[src/rtl/deque_cmd_conditioner.sv]
// Command conditioner ahead of dual_deque: synchronises and debounces the switch inputs,
// issues guarded one-cycle push/pop strobes and records blocked commands.
module deque_cmd_conditioner #(
    parameter int DEBOUNCE_CYCLES = 4,
    parameter int REJ_W           = 8
) (
    input  logic             clk,
    input  logic             rst_n,
    input  logic             raw_select,
    input  logic             raw_push,
    input  logic             raw_pop,
    input  logic             s0_full,
    input  logic             s0_empty,
    input  logic             s1_full,
    input  logic             s1_empty,
    input  logic             err_clear,
    output logic             deque_select,
    output logic             push,
    output logic             pop,
    output logic             reject,
    output logic             err_sticky,
    output logic [REJ_W-1:0] rej_count
);
    localparam int CW = $clog2(DEBOUNCE_CYCLES + 1);
    localparam logic [CW-1:0] CNT_MAX = CW'(DEBOUNCE_CYCLES);

    typedef enum logic {IDLE, SETTLE} state_t;

    // Bit 0 = select, bit 1 = push, bit 2 = pop.
    logic [2:0] raw_w;
    logic [2:0] sync1_q, sync2_q;
    logic [2:0] deb_q, deb_d;

    assign raw_w = {raw_pop, raw_push, raw_select};

    always_ff @(posedge clk or negedge rst_n) begin
        if (!rst_n) begin
            sync1_q <= '0;
            sync2_q <= '0;
            deb_q   <= '0;
        end else begin
            sync1_q <= raw_w;
            sync2_q <= sync1_q;
            deb_q   <= deb_d;
        end
    end

    generate
        for (genvar gi = 0; gi < 3; gi++) begin : g_deb
            logic [CW-1:0] cnt_q, cnt_d;
            logic          differ_w, flip_w;

            assign differ_w  = sync2_q[gi] != deb_q[gi];
            // The level flips on the cycle the counter is seen at its limit.
            assign flip_w    = differ_w && (cnt_q == CNT_MAX);
            assign deb_d[gi] = deb_q[gi] ^ flip_w;
            assign cnt_d     = (!differ_w || flip_w) ? '0 : cnt_q + CW'(1);

            always_ff @(posedge clk or negedge rst_n) begin
                if (!rst_n) cnt_q <= '0;
                else        cnt_q <= cnt_d;
            end
        end
    endgenerate

    logic   rise_push_w, rise_pop_w;
    logic   pend_push_q, pend_push_d, pend_pop_q, pend_pop_d;
    logic   clr_push, clr_pop;
    state_t state_q, state_d;
    logic   sel_q, sel_d;
    logic   push_q, push_d, pop_q, pop_d, reject_q, reject_d;
    logic   sticky_q, sticky_d;
    logic [REJ_W-1:0] cnt_rej_q, cnt_rej_d;
    logic   tgt_full_w, tgt_empty_w;

    assign rise_push_w = deb_d[1] & ~deb_q[1];
    assign rise_pop_w  = deb_d[2] & ~deb_q[2];
    assign tgt_full_w  = deb_q[0] ? s1_full  : s0_full;
    assign tgt_empty_w = deb_q[0] ? s1_empty : s0_empty;

    always_comb begin
        state_d  = state_q;
        sel_d    = sel_q;
        push_d   = 1'b0;
        pop_d    = 1'b0;
        reject_d = 1'b0;
        clr_push = 1'b0;
        clr_pop  = 1'b0;
        case (state_q)
            IDLE: begin
                sel_d = deb_q[0];
                if (pend_push_q) begin
                    push_d   = !tgt_full_w;
                    reject_d = tgt_full_w;
                    clr_push = 1'b1;
                    state_d  = SETTLE;
                end else if (pend_pop_q) begin
                    pop_d    = !tgt_empty_w;
                    reject_d = tgt_empty_w;
                    clr_pop  = 1'b1;
                    state_d  = SETTLE;
                end
            end
            SETTLE:  state_d = IDLE;
            default: state_d = IDLE;
        endcase

        // A fresh edge arriving as the old request is consumed stays pending.
        pend_push_d = (pend_push_q & ~clr_push) | rise_push_w;
        pend_pop_d  = (pend_pop_q  & ~clr_pop)  | rise_pop_w;

        sticky_d  = sticky_q;
        cnt_rej_d = cnt_rej_q;
        if (reject_d) begin
            sticky_d  = 1'b1;
            if (err_clear)              cnt_rej_d = REJ_W'(1);
            else if (cnt_rej_q != '1)   cnt_rej_d = cnt_rej_q + REJ_W'(1);
        end else if (err_clear) begin
            sticky_d  = 1'b0;
            cnt_rej_d = '0;
        end
    end

    always_ff @(posedge clk or negedge rst_n) begin
        if (!rst_n) begin
            state_q     <= IDLE;
            pend_push_q <= 1'b0;
            pend_pop_q  <= 1'b0;
            sel_q       <= 1'b0;
            push_q      <= 1'b0;
            pop_q       <= 1'b0;
            reject_q    <= 1'b0;
            sticky_q    <= 1'b0;
            cnt_rej_q   <= '0;
        end else begin
            state_q     <= state_d;
            pend_push_q <= pend_push_d;
            pend_pop_q  <= pend_pop_d;
            sel_q       <= sel_d;
            push_q      <= push_d;
            pop_q       <= pop_d;
            reject_q    <= reject_d;
            sticky_q    <= sticky_d;
            cnt_rej_q   <= cnt_rej_d;
        end
    end

    assign deque_select = sel_q;
    assign push         = push_q;
    assign pop          = pop_q;
    assign reject       = reject_q;
    assign err_sticky   = sticky_q;
    assign rej_count    = cnt_rej_q;
endmodule

[config.mk]
export PLATFORM = sky130hd
export DESIGN_NAME = deque_cmd_conditioner
export DESIGN_NICKNAME = d
export VERILOG_FILES = /design/src/rtl/deque_cmd_conditioner.sv
export SDC_FILE = /design/constraint.sdc
export NUM_CORES = 1
export LEC_CHECK = 0
export BUFFER_PORTS_ARGS = -buffer_cell sky130_fd_sc_hd__buf_2
export CORE_ASPECT_RATIO = 0.75
export CORE_MARGIN = 1.5
export CORE_UTILIZATION = 25
export CTS_CLUSTER_DIAMETER = 120
export CTS_CLUSTER_SIZE = 40
export DETAILED_ROUTE_END_ITERATION = 7
export GPL_TIMING_DRIVEN = 0
export HOLD_SLACK_MARGIN = 0.05
export MAX_ROUTING_LAYER = met4
export SLEW_MARGIN = 20
export SYNTH_ARGS = -nofsm -noshare
export SYNTH_HDL_FRONTEND = slang
export SYNTH_SLANG_ARGS = --single-unit
[constraint.sdc]
create_clock -name clk -period 1.56 [get_ports clk]
set_clock_uncertainty 0.15 [all_clocks]
set_input_delay 0.078 -clock clk [delete_from_list [all_inputs] [get_ports clk]]
set_output_delay 0.078 -clock clk [all_outputs]
set_load 0.02 [all_outputs]
======== Word-level counts from Yosys, hierarchy flattened ========
Index checks and enable logic that the tools add are counted.
operators by class
  bitwise logic cells ..................... 14
  reduce and logical (&&, ||, !) cells .... 14
  equality and inequality tests ........... 7
  add/sub/neg operators ................... 4
  muxes and demuxes ....................... 26
operators with widths
  kind                   number
  $mux W8                4
  $mux W1                18
  $add A3 B1 Y3 const B  3
  $eq A3 B3 Y1 const B   3
  $mux W3                3
  $add A8 B1 Y8 const B  1
  $ne A8 B8 Y1 const B   1
  $logic_not A1 Y1       5
  $not A1 Y1             5
  $and A1 B1 Y1          4
  $reduce_bool A2 Y1     2
  $logic_and A1 B1 Y1    3
  $logic_or A1 B1 Y1     3
  $ne A1 B1 Y1           3
  $xor A1 B1 Y1          3
  $or A1 B1 Y1           2
  $pmux W1 S2            1
  $reduce_and A2 Y1      1
word-level totals
  bits of input ports ..................... 10
  output and inout port bits .............. 13
  register bits after elaboration ......... 34
  logic and storage cells ................. 80

======== Longest topological paths before layout ========
  depth after elaboration ................. 6
  mapped depth ............................ 5

======== Worst setup path after synthesis ========
OpenSTA, ideal clock, no wires.
  path type ............................... register -> register
  from .................................... reg cnt_rej_q[0] (netlist: rej_count[0])
  to ...................................... reg cnt_rej_q[5] (netlist: rej_count[5])
  path buffers ............................ 0
  library setup time ...................... 0.078 ns
  cell stages (with the launch flop) ...... 6
  required time ........................... 1.332 ns
  slack ................................... -0.262 ns
  arrival time ............................ 1.594 ns
  cells stage by stage .................... dfrtp_1 -> ha_1 -> nand3_1 -> nor2_1 -> or4_1 -> a21oi_1
on the way
  longest elaborated chain between the ends .. 4
RTL lines
  element                   line  text
  start: declaration        73    logic [REJ_W-1:0] cnt_rej_q, cnt_rej_d;
  start signal: assignment  144   cnt_rej_q <= cnt_rej_d;
  $add A8 B1 Y8             117   else if (cnt_rej_q != '1) cnt_rej_d = cnt_rej_q + REJ_W'(1);
  $mux W8                   117
  $mux W8                   116   if (err_clear) cnt_rej_d = REJ_W'(1);
  $mux W8                   114   if (reject_d) begin
Parallel ways exist; a longest one is shown, timed or not. The select of a mux whose other input is x is not followed.
A chain may end at the register's enable or synchronous reset.

==> impl_summary.md <==
Clock network
In this run the clock root is driven by a sky130_fd_sc_hd__clkbuf_8. Clock-pin slew was measured on the worst setup and hold paths at approximately 0.070 ns. The insertion delay of the later-clocked pin in the worst-skew pair is 0.27 ns. The hold-fix buffer count after cts is 5. The clock tree from TritonCTS is built.

No sink is reached through more buffers than the 2 on the longest clock path. The number of buffers created by CTS is 5. The clock sink total is 34. The maximum level of the CTS H-tree is 2.

Detailed routing
In the routed design, unresolved DRC markers number 0. After detailed routing, the number of vias per cell comes to 4.30. Summed over all layers, the routed wires come to 2.75 mm. The first detailed-routing pass took 4 iterations. The via count is 1054. The remaining antenna violation count is 0. In the final routed layout, each cell accounts on average for ~11 um. The initial DRC count is 14.

Layout
The number of standard cells in the final layout excluding fillers is 245. The area overhead of the layout relative to synthesis is 33.0%. The sequential cells in the finished layout cover a total of 856 um2.

The repair_antennas step left the layout with diodes totalling 0. The fraction of layout cells with a size suffix above 1 is 32.9%. After filler insertion, the fill cell instance count of the layout stands at about 600. The area used by multi-input combinational logic is 677 um2.

For this run, the post-layout net count is 183. Once layout is complete, the utilization of the core stands at between 30% and 40%.

Min path
The cell depth of the worst min-delay path is 3. The path class of the lowest-slack min-delay path is in -> reg.

Global routing
The via count of the first global-routing pass is 1106. The pin count of the biggest net entering global routing is 35. The final global-route overflow total is 0. The number of antenna violations at the first check in global routing is 0. The first global-routing pass estimated 4.93 mm of wire.

Global routing used 9.81% of the available tracks.

Floorplanning
The floorplan core area is 5800 um2. Once the floorplan was initialized, standard cells occupied 25.8% of the core. The full die area is 6460 um2. During I/O placement, the number of pins put on the boundary was 23.

In this run the vertical extent of the chip is 70.0 um. The die is 92.3 um wide. The placement row count is 24.

STA
Setup repair after global routing could not meet its margin everywhere. The final critical-path share of the clock period is 110%. The headroom to the max-slew limit is approximately half. For the pin with the worst max-slew slack, the measured transition is approximately 0.75 ns. Once routing completed, OpenROAD measured the worst setup slack at -0.158 ns. The fmax is 582 MHz. Counting I/O delays and the setup requirement, the final critical path takes 1.72 ns.

Setup total negative slack on the finished layout was measured at -1.04 ns. Setup violations remaining at the end of the flow were counted as 9. The number of hold-slack violations in the final timing report is 2. On the final layout, the worst hold slack is -0.0368 ns. The number of max-slew violations in the final report is 0.

Synth
Yosys mapped a number of flops with a built-in enable equal to 0. After Yosys synthesis, XOR and XNOR cells account for 1.76% of the synthesized area. The cell with the most instances after synthesis is sky130_fd_sc_hd__dfrtp_1. In the post-synthesis netlist, the biggest area contributors are sky130_fd_sc_hd__dfrtp_1, sky130_fd_sc_hd__ha_1, sky130_fd_sc_hd__mux2_2, sky130_fd_sc_hd__inv_1, sky130_fd_sc_hd__nor2_1. In this run, distinct cell masters in the synthesized netlist total 34. When the netlist entered floorplanning its net count stood at 146.

The post-synthesis sequential element count is 34. sky130_fd_sc_hd__dfrtp_1 takes more of the synthesized area than any other cell. The number of warnings reported in the yosys synthesis log is 0. Multiplexer cells account for 6.11% of the synthesized area. After synthesis, the most frequently instantiated cells are sky130_fd_sc_hd__dfrtp_1, sky130_fd_sc_hd__inv_1, sky130_fd_sc_hd__nor2_1. For this run, the leading register cell type out of synthesis is sky130_fd_sc_hd__dfrtp_1. A synthesized cell averages roughly 12 um2. The portion of the post-synthesis area used by sequential elements is 56.9%.

The synthesized netlist devotes 12.9% of its cell area to simple gates. The synthesized-area fraction occupied by adder cells is under 10%. The main combinational cell family by area after synthesis is compound AO/OA/AOI/OAI gates. The mapped cell area is between 1000 and 1500 um2. The share of Yosys cell area claimed by the top area cell type is 56.9%. In the synthesized netlist the async set-or-reset flop fraction comes to 100%. The synthesized netlist devotes 13.1% of its cell area to compound gates. The cell count after synthesis came out at 129.

Pwr
The net switching share of the total power is 27.5%. The share of total power dissipated in combinational logic is 22.9%. The worst voltage drop across the vdd grid is 0.715 mV. Cell internal power was estimated by the tool at 1.80 mW.

Of the total power, registers draw 45.8%. The power per cell area is 1250 nW/um2. Summed over all cells, the static leakage comes to 0.894 nW. Of the total power, the clock network draws 31.3%. The net switching component of the power is 0.684 mW.

Worst setup path
For the worst setup path, the data required time is 1.62 ns. The worst setup path is of the reg -> reg kind. The number of cells on the worst reg-to-reg path is 5. The startpoint type of the worst setup path is a register. At the worst endpoint, the arrival time is 1.77 ns. The cell with the biggest individual delay on the critical path is sky130_fd_sc_hd__dfrtp_2.

Traced cell by cell, the critical path runs through mux2_4 -> a32oi_4 -> buf_6 -> or4_4 -> a21oi_2. The largest single stage delay on the critical path is 0.43 ns. The worst-path maximum fanout is 5. STA classifies the critical path endpoint as a register.

Flow run
The number of maximum-capacitance constraint violations is 0.

Status
The run finished, with violations left. The final reports fail on negative hold slack, negative setup slack.

Place
The congestion estimate from routability-driven global placement came to 0.772. Once detailed placement completed, the half-perimeter wirelength came to approximately 1.8 mm. The number of I/O port buffers is 21. The total placed cells including tap cells is 228.
metal layers:
layer / up-vias / track usage [%] / routed length, um
met1: 507 / 12.9 / 1370
met5: - / - / 0
met4: 0 / 2.91 / 6
met2: 16 / 14.8 / 1280
li1: 529 / - / -
met3: 2 / 2.61 / 88
worst max-delay path, delay by kind of cell, from the launching register on:
kind,cells,cell delay (ns)
flip-flops,1,0.43
multiplexers,1,0.23
buffers and inverters,1,0.16
AND/OR/NAND/NOR,1,0.41
AO/OA/AOI/OAI,2,0.26
sequential cells by signal (all words and copies together), names as in the netlist, named ones only:
signal,count
g_deb.cnt_q,9
rej_count,8
sync1_q,3
sync2_q,3
deb_q,2
deque_select,1
err_sticky,1
pend_pop_q,1
pend_push_q,1
pop,1
push,1
reject,1
state_q,1
path summary, 6_finish.rpt:
kind	from	endpoint	slack, ns
setup / recovery	register	rej_count[6]	-0.16
hold / removal	s1_empty	pop	-0.04
setup reg to reg	register	rej_count[6]	-0.16
hold reg to reg	sync1_q[1]	sync2_q[1]	0.21
max in group asynchronous	rst_n	state_q	0.49
min in group asynchronous	rst_n	g_deb[0].cnt_q[1]	0.25
per-stage QoR:
step | setup slack (ns) | power, mW | cell area (um2)
floorplan | -0.0551 | 1.55 | 1550
global placement | -0.204 | 1.67 | 1750
detailed placement | -0.228 | 1.69 | 1750
CTS | -0.191 | 2.52 | 1950
global route | -0.207 | 2.66 | 1990
finish | -0.158 | 2.49 | 1990
final cells by class:
cell class / instances / area share, %
Inverter: 11 / 2.20
Multi-Input combinational cell: 82 / 34.0
Clock buffer: 7 / 3.84
Clock inverter: 1 / 1.51
Sequential cell: 34 / 43.0
Timing Repair Buffer: 30 / 9.69
Buffer: 2 / 0.755
Tap cell: 78 / 4.91
logic make-up (layout without fill, tap and decap cells):
kind of cell,Yosys count,after routing
simple gates,38,38
fa+ha+maj,7,7
buf+inv,13,51
flops,34,34
xor+xnor,3,3
compound gates,26,26
mux,8,8
power by group through the flow:
| stage | clock, mW | combinational, mW | sequential [mW] |
|---|---|---|---|
| after global placement | 0 | 0.519 | 1.15 |
| after floorplan | 0 | 0.386 | 1.16 |
| after detailed placement | 0 | 0.527 | 1.16 |
| final | 0.778 | 0.569 | 1.14 |
| after CTS | 0.807 | 0.574 | 1.14 |
| after global routing | 0.840 | 0.656 | 1.17 |
cells in the final DEF, fill, tap and decap left out, types with 2 or more instances in the layout:
master	synthesis	routed
sky130_fd_sc_hd__o41ai_1	3	2
sky130_fd_sc_hd__nor2_1	11	9
sky130_fd_sc_hd__ha_1	7	6
sky130_fd_sc_hd__clkbuf_1	1	3
sky130_fd_sc_hd__mux2i_1	2	2
sky130_fd_sc_hd__buf_6	0	3
sky130_fd_sc_hd__nand2b_1	2	2
sky130_fd_sc_hd__xnor2_1	3	3
sky130_fd_sc_hd__o21ai_0	5	4
sky130_fd_sc_hd__dlygate4sd3_1	0	5
sky130_fd_sc_hd__a21oi_1	6	4
sky130_fd_sc_hd__or3_1	2	2
sky130_fd_sc_hd__mux2_2	5	4
sky130_fd_sc_hd__clkbuf_8	0	5
sky130_fd_sc_hd__nor2_4	0	2
sky130_fd_sc_hd__buf_4	0	2
sky130_fd_sc_hd__and3b_1	2	2
sky130_fd_sc_hd__dfrtp_2	0	4
sky130_fd_sc_hd__mux2_4	1	2
sky130_fd_sc_hd__dfrtp_1	34	30
sky130_fd_sc_hd__and3_1	2	2
sky130_fd_sc_hd__inv_1	11	10
sky130_fd_sc_hd__and2_1	2	2
sky130_fd_sc_hd__buf_2	1	21
sky130_fd_sc_hd__o31ai_1	2	2
sky130_fd_sc_hd__nand2_1	8	8
sky130_fd_sc_hd__a211oi_1	2	2
sky130_fd_sc_hd__a21oi_2	0	2
sky130_fd_sc_hd__nand3_1	3	2
what timing repair did:
| action | CTS | global route |
|---|---|---|
| hold endpoints to repair | 43 | 2 |
| setup buffers | 3 | 0 |
| cloned | 1 | 0 |
| resized for setup | 6 | 9 |
| setup endpoints to repair | 10 | 10 |
| pin swaps | 2 | 1 |
Power figures use the tool's default switching activity.
